### src/rtl/fence_pkg.sv
// Shared types and sizes for the fence coordinate driver.
//   COORD_W     : coordinate width in bits (raw, no sign interpretation)
//   NUM_PTS     : buffered points per set (slot 0 = target, 1..6 = fence)
//   coord_t     : packed {x, y} coordinate pair
//   drv_state_t : driver sequencing states
package fence_pkg;

  localparam int unsigned COORD_W = 10;
  localparam int unsigned NUM_PTS = 7;
  localparam int unsigned IDX_W   = 3;

  typedef struct packed {
    logic [COORD_W-1:0] x;
    logic [COORD_W-1:0] y;
  } coord_t;

  typedef enum logic [1:0] {
    IDLE = 2'd0,
    SEND = 2'd1,
    WAIT = 2'd2,
    GAP  = 2'd3
  } drv_state_t;

endpackage

### src/rtl/fence_coord_buf.sv
// Seven-entry coordinate register file with a synchronous clear.
//   clk, rst   : clock, synchronous active-high clear of every entry
//   wr_en      : write strobe (slots >= NUM_PTS are dropped)
//   wr_idx     : write slot
//   wr_data    : coordinate to store
//   rd_idx     : read slot (out-of-range reads return zero)
//   rd_data_c  : combinational read data
module fence_coord_buf
  import fence_pkg::*;
(
  input  logic             clk,
  input  logic             rst,
  input  logic             wr_en,
  input  logic [IDX_W-1:0] wr_idx,
  input  coord_t           wr_data,
  input  logic [IDX_W-1:0] rd_idx,
  output coord_t           rd_data_c
);

  coord_t mem_q [NUM_PTS];

  // Storage: clear has priority over any write.
  always_ff @(posedge clk) begin
    if (rst) begin
      for (int i = 0; i < int'(NUM_PTS); i++) begin
        mem_q[i] <= '0;
      end
    end else if (wr_en && (32'(wr_idx) < NUM_PTS)) begin
      mem_q[wr_idx] <= wr_data;
    end
  end

  // Read port: index one past the last slot yields zero.
  assign rd_data_c = (32'(rd_idx) < NUM_PTS) ? mem_q[rd_idx] : '0;

endmodule

### src/rtl/fence_coord_driver.sv
// Buffers a target point plus six fence points and streams them, one per
// cycle, into fence_system, then waits for its inside/outside verdict.
// Optional WAIT abort is built when FENCE_DRV_TIMEOUT_EN is defined.
//   clk, rst                : clock, synchronous active-high reset
//   wr_en, wr_idx, wr_x/y   : buffer write port (accepted only in IDLE)
//   start                   : stream request (accepted only in IDLE)
//   x_out, y_out            : coordinate stream, zero outside SEND
//   inside_valid, is_inside : verdict handshake (sampled only in WAIT)
//   busy                    : first SEND cycle through GAP
//   res_valid, res_inside   : one-cycle result pulse, held verdict
//   set_cnt, inside_cnt     : wrapping completed-set / inside counters
//   timeout                 : set was aborted (pulses with res_valid)
module fence_coord_driver
  import fence_pkg::*;
#(
  parameter int unsigned TIMEOUT_CYC = 64
) (
  input  logic               clk,
  input  logic               rst,
  input  logic               wr_en,
  input  logic [2:0]         wr_idx,
  input  logic [COORD_W-1:0] wr_x,
  input  logic [COORD_W-1:0] wr_y,
  input  logic               start,
  output logic [COORD_W-1:0] x_out,
  output logic [COORD_W-1:0] y_out,
  input  logic               inside_valid,
  input  logic               is_inside,
  output logic               busy,
  output logic               res_valid,
  output logic               res_inside,
  output logic [7:0]         set_cnt,
  output logic [7:0]         inside_cnt,
  output logic               timeout
);

  drv_state_t       state_q, state_d;
  logic [IDX_W-1:0] idx_q, idx_d;
  logic [IDX_W-1:0] rd_idx_c;
  logic             buf_we_c;
  logic             wait_hit_c;
  coord_t           wr_data_c;
  coord_t           rd_data_c;
  coord_t           out_d;
  logic             busy_d, res_valid_d, res_inside_d, timeout_d;
  logic [7:0]       set_cnt_d, inside_cnt_d;

  assign wr_data_c = '{x: wr_x, y: wr_y};
  assign buf_we_c  = (state_q == IDLE) && wr_en && (wr_idx != IDX_W'(NUM_PTS));

  // Pre-fetch the slot that goes out on the next cycle.
  assign rd_idx_c = (state_q == SEND) ? idx_q + IDX_W'(1) : '0;

  fence_coord_buf u_buf (
    .clk       (clk),
    .rst       (rst),
    .wr_en     (buf_we_c),
    .wr_idx    (wr_idx),
    .wr_data   (wr_data_c),
    .rd_idx    (rd_idx_c),
    .rd_data_c (rd_data_c)
  );

`ifdef FENCE_DRV_TIMEOUT_EN
  localparam int unsigned WAIT_W = (TIMEOUT_CYC > 1) ? $clog2(TIMEOUT_CYC) : 1;

  logic [WAIT_W-1:0] wait_cnt_q;

  // Counts WAIT cycles; idle at zero elsewhere.
  always_ff @(posedge clk) begin
    if (rst || (state_q != WAIT)) begin
      wait_cnt_q <= '0;
    end else begin
      wait_cnt_q <= wait_cnt_q + WAIT_W'(1);
    end
  end

  assign wait_hit_c = (state_q == WAIT) && (wait_cnt_q == WAIT_W'(TIMEOUT_CYC - 1));
`else
  assign wait_hit_c = 1'b0;

  // TIMEOUT_CYC has no effect while the abort counter is not built.
  if (TIMEOUT_CYC == 0) begin : g_no_limit
  end
`endif

  // State register.
  always_ff @(posedge clk) begin
    if (rst) begin
      state_q <= IDLE;
      idx_q   <= '0;
    end else begin
      state_q <= state_d;
      idx_q   <= idx_d;
    end
  end

  // Next state and next registered outputs.
  always_comb begin
    state_d      = state_q;
    idx_d        = idx_q;
    out_d        = '0;
    res_inside_d = res_inside;
    timeout_d    = 1'b0;
    set_cnt_d    = set_cnt;
    inside_cnt_d = inside_cnt;

    case (state_q)
      IDLE: begin
        if (start) begin
          state_d = SEND;
          idx_d   = '0;
          // A same-cycle write to slot 0 must reach the stream.
          out_d   = (buf_we_c && (wr_idx == '0)) ? wr_data_c : rd_data_c;
        end
      end
      SEND: begin
        if (idx_q == IDX_W'(NUM_PTS - 1)) begin
          state_d = WAIT;
        end else begin
          idx_d = idx_q + IDX_W'(1);
          out_d = rd_data_c;
        end
      end
      WAIT: begin
        // A real verdict beats a timeout on the same cycle.
        if (inside_valid) begin
          state_d      = GAP;
          res_inside_d = is_inside;
        end else if (wait_hit_c) begin
          state_d      = GAP;
          res_inside_d = 1'b0;
          timeout_d    = 1'b1;
        end
      end
      GAP: begin
        state_d = IDLE;
      end
      default: begin
        state_d = IDLE;
      end
    endcase

    if ((state_q == WAIT) && (state_d == GAP)) begin
      set_cnt_d = set_cnt + 8'd1;
      if (res_inside_d) begin
        inside_cnt_d = inside_cnt + 8'd1;
      end
    end

    busy_d      = (state_d != IDLE);
    res_valid_d = (state_d == GAP);
  end

  // Output registers.
  always_ff @(posedge clk) begin
    if (rst) begin
      x_out      <= '0;
      y_out      <= '0;
      busy       <= 1'b0;
      res_valid  <= 1'b0;
      res_inside <= 1'b0;
      timeout    <= 1'b0;
      set_cnt    <= '0;
      inside_cnt <= '0;
    end else begin
      x_out      <= out_d.x;
      y_out      <= out_d.y;
      busy       <= busy_d;
      res_valid  <= res_valid_d;
      res_inside <= res_inside_d;
      timeout    <= timeout_d;
      set_cnt    <= set_cnt_d;
      inside_cnt <= inside_cnt_d;
    end
  end

endmodule

### config.mk
export PLATFORM = sky130hd
export DESIGN_NAME = fence_coord_driver
export DESIGN_NICKNAME = d
export VERILOG_FILES = /design/src/rtl/fence_pkg.sv /design/src/rtl/fence_coord_buf.sv /design/src/rtl/fence_coord_driver.sv
export SDC_FILE = /design/constraint.sdc
export NUM_CORES = 1
export LEC_CHECK = 0
export CAP_MARGIN = 40
export CORE_AREA = 4 4 154 156
export DETAILED_ROUTE_END_ITERATION = 16
export DIE_AREA = 0 0 158 160
export SETUP_SLACK_MARGIN = 0.15
export SLEW_MARGIN = 20
export SYNTH_ARGS = -nofsm -noshare
export SYNTH_HDL_FRONTEND = slang
export SYNTH_SLANG_ARGS = --single-unit
### constraint.sdc
create_clock -name clk -period 3.5 [get_ports clk]
set_input_delay 0.35 -clock clk [delete_from_list [all_inputs] [get_ports clk]]
set_output_delay 0.35 -clock clk [all_outputs]
set_load 0.02 [all_outputs]
* Word level (Yosys, flattened, before mapping)
Memory sizes are Yosys's and may differ from the RTL's.
Cells that the tools add are included.
** Operators by class
- Reduce and logical (&&, ||, !) cells :: 12
- Multiplexer cells :: 23
- $lt $le $gt $ge :: 2
- Add/sub/neg operators :: 3
- Equality and inequality tests :: 8
** Operators with widths (number)
- 2-to-1 mux 20 bit :: 5
- one-hot mux 20 bit (2 select lines) :: 1
- OR reduction 20 bit :: 1
- adder 8 x 1 -> 8 bit (second input constant) :: 2
- 2-to-1 mux 3 bit :: 4
- 2-to-1 mux 1 bit :: 8
- one-hot mux 2 bit (4 select lines) :: 1
- equality test 2 bit (second input constant) :: 3
- < comparator 3 bit (second input constant) :: 2
- 2-to-1 mux 2 bit :: 3
- one-hot mux 3 bit (2 select lines) :: 1
- logical AND 1 bit :: 5
- != test 2 bit (second input constant) :: 2
- nonzero test 2 bit :: 2
- adder 3 x 1 -> 3 bit (second input constant) :: 1
- equality test 3 bit (second input constant) :: 1
- logical NOT 3 bit :: 1
- != test 3 bit (second input constant) :: 1
- AND reduction 3 bit :: 1
- equality test 2 x 1 -> 1 bit (second input constant) :: 1
- logical NOT 2 bit :: 1
- AND reduction 2 bit :: 1
** Word-level totals
- Flip-flop bits (word level) :: 44
- Input port bits :: 29
- RAM bits :: 140
- Memories kept :: 1
** Memory list
- u_buf.mem_q :: depth 7, bits a word 20, read ports 1, clocked after memory_dff 0, write ports 7, line fence_coord_buf.sv:20 : coord_t mem_q [NUM_PTS];

* Logic depth before layout (Yosys ltp)
Gate-level depths: netlist of run 1.
- Depth in word-level cells :: 9
- Mapped depth :: 9
- Gate-level depth less buffers :: 6

* Hierarchy
A second synthesis of run 1 with hierarchy kept.
** Second synthesis, totals
- Cells, all modules :: 706
- Area, all modules :: 8067.7 sq um
** Modules (own cells, without submodules)
- fence_coord_buf :: cells an instance 486, times used 1, seq. area each 4003.8 sq um, area an instance 6208.5 sq um
- fence_coord_driver :: cells an instance 220, times used 1, seq. area each 880.8 sq um, area an instance 1859.3 sq um

* Worst setup path after synthesis of run 1
OpenSTA, ideal clock, no wires.
- Path kind :: flip-flop to flip-flop
- Start point :: register state_q[1]
- End point :: memory u_buf.mem_q[4][0] (netlist name) (enable)
- Data required time :: 3.072 ns
- Clock period less this slack :: 2.871 ns
- Path buffers :: 1
- Arrival :: 2.443 ns
- Stages on the path, launching flop included :: 4
- Setup slack :: 0.629 ns
- Library setup time :: 0.428 ns
- Path through :: dfxtp_1 > or3b_1 > buf_2 > o31ai_1
** RTL lines
- start: declaration :: line fence_coord_driver.sv:37 : drv_state_t state_q, state_d;
- start signal: assignment :: line fence_coord_driver.sv:93 : state_q <= state_d;
- end: declaration :: line fence_coord_buf.sv:20

* Final worst setup path of run 1
- Start point :: register idx_q[0]
- End point :: register x_out[8]
** On the way
- Word-level cells in the longest chain between the ends :: 7
- Elaborated cells between the ends (all ways) :: 10
- Classes of those cells :: add/sub: 1; order compare: 1; eq/ne: 1; mux: 6; memory: 1
** Ends and longest elaborated chain
- start: declaration :: line fence_coord_driver.sv:38 : logic [IDX_W-1:0] idx_q, idx_d;
- start signal: assignment :: line fence_coord_driver.sv:94 : idx_q <= idx_d;
- adder 3 x 1 -> 3 bit :: line fence_coord_driver.sv:52 : assign rd_idx_c = (state_q == SEND) ? idx_q + IDX_W'(1) : '0;
- 2-to-1 mux 3 bit :: line fence_coord_driver.sv:52
- memory read (7 x 20 bit) / < comparator 3 bit (equally long branches)
- 2-to-1 mux 20 bit :: line fence_coord_buf.sv:34 : assign rd_data_c = (32'(rd_idx) < NUM_PTS) ? mem_q[rd_idx] : '0;
- 2-to-1 mux 20 bit :: line fence_coord_driver.sv:114 : out_d = (buf_we_c && (wr_idx == '0)) ? wr_data_c : rd_data_c;
- 2-to-1 mux 20 bit :: line fence_coord_driver.sv:110 : if (start) begin
- one-hot mux 20 bit (2 select lines) * :: line fence_coord_driver.sv:108 : case (state_q)
- end signal: assignment :: line fence_coord_driver.sv:167 : x_out <= out_d.x;
- end: declaration :: line fence_coord_driver.sv:25 : output logic [COORD_W-1:0] x_out,
Mark *: on every way between the ends. The rest lies on a longest branch, timed or not.
A chain may end at the register's enable or synchronous reset.

==> results.toml, run 1 <==
[run_status]
outcome = "finished clean"

[worst_setup_path]
cpPeakStageDelay_ps = 590
crit_type = "reg2reg"
rr_worst_depth = 7
cp.arrival_ps = 2870
required_ps = 3840
crit_path_cell_trace = "inv_1, buf_4, ha_2, buf_4, a21oi_1, a211o_1, a31oi_1"
worstSetupEndpointType = "flip-flop"
reg2reg_slack_ps = 970
reg2reg_from = "idx_q[0]"
timing.rr.end = "x_out[8]"
cp-startpoint = "idx_q[0]"
crit_path_max_fanout = 60
cpMostUsedCell = "buf_4"
crit_slowest_cell = "dfxtp_4"
startpoint_type = "flip-flop"
endpoint = "x_out[8]"

[synth]
synth_top_family_by_area = "simple AND/OR/NAND/NOR gates"
yosys_warnings = 0
syn_inst = 897
avgSynthCellArea_um2 = 9.86
synth_compound_area_share_pct = 14.6
synth_area_mm2 = 0.00885
synth_top_area_share_pct = 40.7
synthFlopType = "edfxtp_1"
syn_nets = 930
synth.top_cells.by_area = "edfxtp_1 41%, dfxtp_1 14%, and2_1 4.2%"
synth_adder_area_share_pct = 0.566
muxShareOfSynthArea_pct = 2.38
synthArstFlopShare_pct = 0
synth-seq-cells = 184
ys_types = 47
yosysSeqAreaShare_pct = 55.2
synthSimpleGateAreaFrac_pct = 20.5
yosysTopAreaCell = "edfxtp_1"
synth_xor_area_share_pct = 1.29
synth_enable_flop_cells = 120

[clock_network]
postCtsHoldBufs = 0
cts_resized = 0
cts_made_buffers = 17
post-cts-setup-buffers = 0
clk_pin_slew_ps = 70
cts_tree = "yes"
ctsHtreeMaxLevel = 4
cts_sinks = 184
clockBufferDepth = 2
insertion_delay_ps = 430
root_buffer = "clkbuf_16"

[floorplan]
core-area_mm2 = 0.0224
die_h_um = 160
die_area_mm2 = 0.0253
start_util_pct = 39.6
ioPinCount = 69
rows = 55
die_x_um = 158

[layout]
nets = 973
final_layout_size_suffix_gt1_share_pct = 7.97
antennaDiodeCount = 0
final_cells = 1238
syn_to_final_growth_pct = 17.6
design_area_mm2 = 0.0104

[timing]
rsz0062_at_grt = "no"
worst_slew_pin_slew_ps = 709
setup_viol = 0
setup-tns-final_ps = 0
timing.final.crit_share_pct = 72.3
fmaxAchievable_mhz = 395
finClkSkew_ps = 10.6
hold_viol_final = 0
fin_crit_ps = 2530
relSlewSlack_pct = 52.7
slew_violations = 0
fin_ws_ps = 970

[routing]
vias_per_cell = 5.57
first_iter_violations = 703
avgRoutedWirePerCell_um = 20.2
antenna_left = 0
wl_um = 25000
dr.pass1.iters = 7
remaining_drc_errors = 0
num_vias = 6896

[flow_run]
drv_cap = 0

[global_routing]
overflow = 0
grt_start_max_net_pins = 77
grt_usage_pct = 19.8
grt_pass1_vias = 6699
antenna_found_initial = 0
grt_pass1_wl_um = 38500

[place]
dp.cells = 1205
placed_area_mm2 = 0.00984
port_buffers = 67
pre_cts_slack_ps = 841
place_hpwl_um = 16000
gp_congestion = 0.829

[power]
vdd_ir_drop_max_mv = 0.306
leakagePower_nw = 3.70
power-per-cell-area_mw_per_mm2 = 457

[worst_hold_path]
hold_class = "in2reg"
worstHoldStart = "rst"
## cell type report
cell class,count,area [µm²]
flip-flops and latches,184,4890
repair buffers,99,933
fillers,2076,12000
inverters,44,165
clock inverters,12,97.6
clock buffers,20,437
multi-input cells,594,3520
well taps,285,357
## how the worst min path moves through the flow
stage | cells after the start | end
floorplan | 2 | u_buf.mem_q[6][0]
global placement | 2 | u_buf.mem_q[6][9]
detailed placement | 2 | u_buf.mem_q[6][14]
CTS | 2 | u_buf.mem_q[6][14]
global route | 2 | u_buf.mem_q[6][15]
finish | 2 | u_buf.mem_q[6][1]
## stage by stage
step                      hold WS [ps]  utilization, %  total power, mW
after floorplan                    432               -             2.78
after global placement             440            43.9             3.01
after detailed placement           447            44.0             3.01
after CTS                          359            46.4             4.77
after global routing               365            46.5             4.91
final                              381            46.5             4.75
## cells in the final DEF, fill, tap and decap left out, drive strengths merged, types with 21 or more instances in the layout
master and instances:
buf 33, clkdlybuf4s50 66, edfxtp 120, mux2i 21
o21ai 43, nand2 95, a31oi 41, dfxtp 64
nor2 79, a21oi 52, and2 59, nand3 26
inv 46, nor2b 41
## power breakdown
group	switching (mW)	internal, mW	leakage (nW)
combinational	0.352	0.196	1.70
clock	0.860	0.917	0.239
sequential	0.0336	2.39	1.76
## cells in the mapped netlist, types with 3 or more instances
cell	instances
a211o_1	20
a21oi_1	52
a31oi_1	41
and2_1	59
and3_1	4
buf_2	14
buf_4	4
clkbuf_1	54
dfxtp_1	64
edfxtp_1	120
ha_1	4
inv_1	43
mux2i_1	21
nand2_1	95
nand3_1	26
nand4_1	7
nor2_1	79
nor2b_1	41
nor3_1	6
nor4b_1	20
o211ai_1	20
o21ai_0	43
o2bb2ai_1	20
or3_1	3
xnor2_1	6
xor2_1	7
## flip-flops by register name, indices dropped and copies added, names as in the netlist
signal,count
y_out,10
u_buf.mem_q,140
set_cnt,8
x_out,10
res_valid,1
idx_q,3
res_inside,1
busy,1
inside_cnt,8
state_q,2
## logic make-up after synthesis
group	Yosys count
other cells	1
xor+xnor	13
fa+ha+maj	4
buf+inv	119
mux	21
compound gates	202
simple gates	353
flops	184
## worst max-delay path: cells and delay by family (launching register included)
kind	cells	cell delay, ps
AO/OA/AOI/OAI	3	600
adder cells (fa/ha/maj)	1	370
flip-flops	1	590
buffers and inverters	3	840
## routing by layer
layer  share of wire (%)  GRT usage, %
met1                  46          28.2
met2                  46          30.5
met3                 5.9          4.15
met4                 1.9          6.13
met5                   0             0
Power figures use the tool's default switching activity.
==> inputs of run 2 (changes only) <==
==> constraint.sdc (replaced) <==
create_clock -name clk -period 2.6 [get_ports clk]
set_input_delay 0.26 -clock clk [delete_from_list [all_inputs] [get_ports clk]]
set_output_delay 0.26 -clock clk [all_outputs]
set_load 0.02 [all_outputs]
==> run 2 against run 1 <==
Critical path depth is 1 lower. Wire length is 0.51% higher. Core utilization is 0.84 points higher. Final cell count is 1.4% higher. Clock skew is 2.9 ps lower. Via count is 0.19% higher. Total power is 39% higher. Sequential power is 34% higher. Clock power is 44% higher.
==> results.toml, run 2 (synthesis results as in run 1) <==
[layout]
top_register = "u_buf.mem_q"
fillCellCount = 2070
nets = 990
final_layout_size_suffix_gt1_share_pct = 9.48
final_common_cell = "edfxtp_1"
multi_input_area_mm2 = 0.00352
largest_register_ffs = 140
syn_to_final_growth_pct = 19.7
antennaDiodeCount = 0
mostFrequentLayoutCells = "120 x edfxtp_1, 95 x nand2_1, 79 x nor2_1"
regArea_mm2 = 0.00489
reg_top3 = "u_buf.mem_q x140, x_out x10, y_out x10"

[routing]
vias_per_cell = 5.51
antenna_left = 0
wl_um = 25100
remaining_drc_errors = 0
first_iter_violations = 712
avgRoutedWirePerCell_um = 20.0
num_vias = 6909
dr.pass1.iters = 5

[clock_network]
cts_sinks = 184
cts_resized = 0
ctsHtreeMaxLevel = 4
clockBufferDepth = 2
clk_pin_slew_ps = 70
root_buffer = "clkbuf_16"
postCtsHoldBufs = 0
cts_tree = "yes"
insertion_delay_ps = 430
post-cts-setup-buffers = 0
cts_made_buffers = 17

[worst_setup_path]
cp.arrival_ps = 2490
crit_type = "reg2reg"
reg2reg_from = "state_q[1]"
worstSetupEndpointType = "flip-flop"
startpoint_type = "flip-flop"
reg2reg_slack_ps = 420
required_ps = 2900
timing.rr.end = "y_out[4]"
rr_worst_depth = 6
crit_path_max_fanout = 33

[timing]
finClkSkew_ps = 7.73
hold_viol_final = 0
rsz0062_at_grt = "no"
worst_slew_pin_slew_ps = 649
fmaxAchievable_mhz = 458
slew_violations = 0
setup_viol = 0
timing.final.crit_share_pct = 84.0
relSlewSlack_pct = 56.8
fin_crit_ps = 2180
setup-tns-final_ps = 0

[global_routing]
grt_pass1_vias = 6650
overflow = 0
grt_start_max_net_pins = 55
grt_usage_pct = 20.1
antenna_found_initial = 0
grt_pass1_wl_um = 38900

[run_status]
outcome = "finished clean"

[place]
gp_congestion = 0.825
place_hpwl_um = 16700
port_buffers = 67

[floorplan]
core-area_mm2 = 0.0224
rows = 55
die_h_um = 160
start_util_pct = 39.6
die_x_um = 158
die_area_mm2 = 0.0253
ioPinCount = 69

[worst_hold_path]
hold_depth = 2
worstHoldStart = "rst"
whs_endpoint = "u_buf.mem_q[6][1]"
hold_class = "in2reg"

[power]
power-per-cell-area_mw_per_mm2 = 622
leakagePower_nw = 3.84
vdd_ir_drop_max_mv = 0.378
power_mw = 6.58

[flow_run]
drv_cap = 0
[run 2: layout make-up]
type	instances	area share [%]
clock buffers	22	4.68
inverters	44	1.56
multi-input cells	594	33.3
clock inverters	10	0.839
flip-flops and latches	184	46.2
well taps	285	3.37
repair buffers	116	10.1
[run 2: worst max-delay path by stage]
stage | startpoint | endpoint | depth (start not counted)
after CTS | state_q[1] | y_out[5] | 6
after detailed placement | wr_en | u_buf.mem_q[4][17] | 6
final | state_q[1] | y_out[4] | 6
after floorplan | state_q[1] | u_buf.mem_q[4][0] | 3
after global routing | state_q[1] | x_out[1] | 6
after global placement | wr_en | u_buf.mem_q[2][2] | 6
[run 2: stage by stage]
step / instance area, µm² / setup WS (ps) / hold slack (ps) / utilization (%) / std cells
2_1_floorplan: 8850 / 346 / 412 / - / 897
3_3_place_gp: 10000 / 286 / 440 / 44.7 / 1223
3_5_place_dp: 10000 / 226 / 445 / 44.7 / 1223
4_1_cts: 10600 / 450 / 277 / 47.3 / 1255
5_1_grt: 10600 / 314 / 296 / 47.3 / 1255
6_report: 10600 / 417 / 295 / 47.3 / 1255
[run 2: worst max-delay path: stages, from the launching register on]
cell and delay, ps:
dfxtp_1 500, buf_12 260, nand2b_1 470, nor2_1 100, buf_4 250, o211ai_1 310
a31oi_1 130
[run 2: layer usage]
metal	share of wire (%)	track usage, %	vias to the layer above
met4	1.7	5.85	0
li1	-	-	3289
met1	46	28.6	3374
met2	47	31.0	213
met5	0	0	-
met3	5.4	4.28	33
[run 2: power by group]
group / switching, mW / internal [mW] / total, mW / leakage [nW]
clock network: 1.11 / 1.45 / 2.56 / 0.289
logic: 0.481 / 0.284 / 0.764 / 1.78
registers: 0.0382 / 3.22 / 3.26 / 1.76
total: 1.62 / 4.96 / 6.58 / 3.84
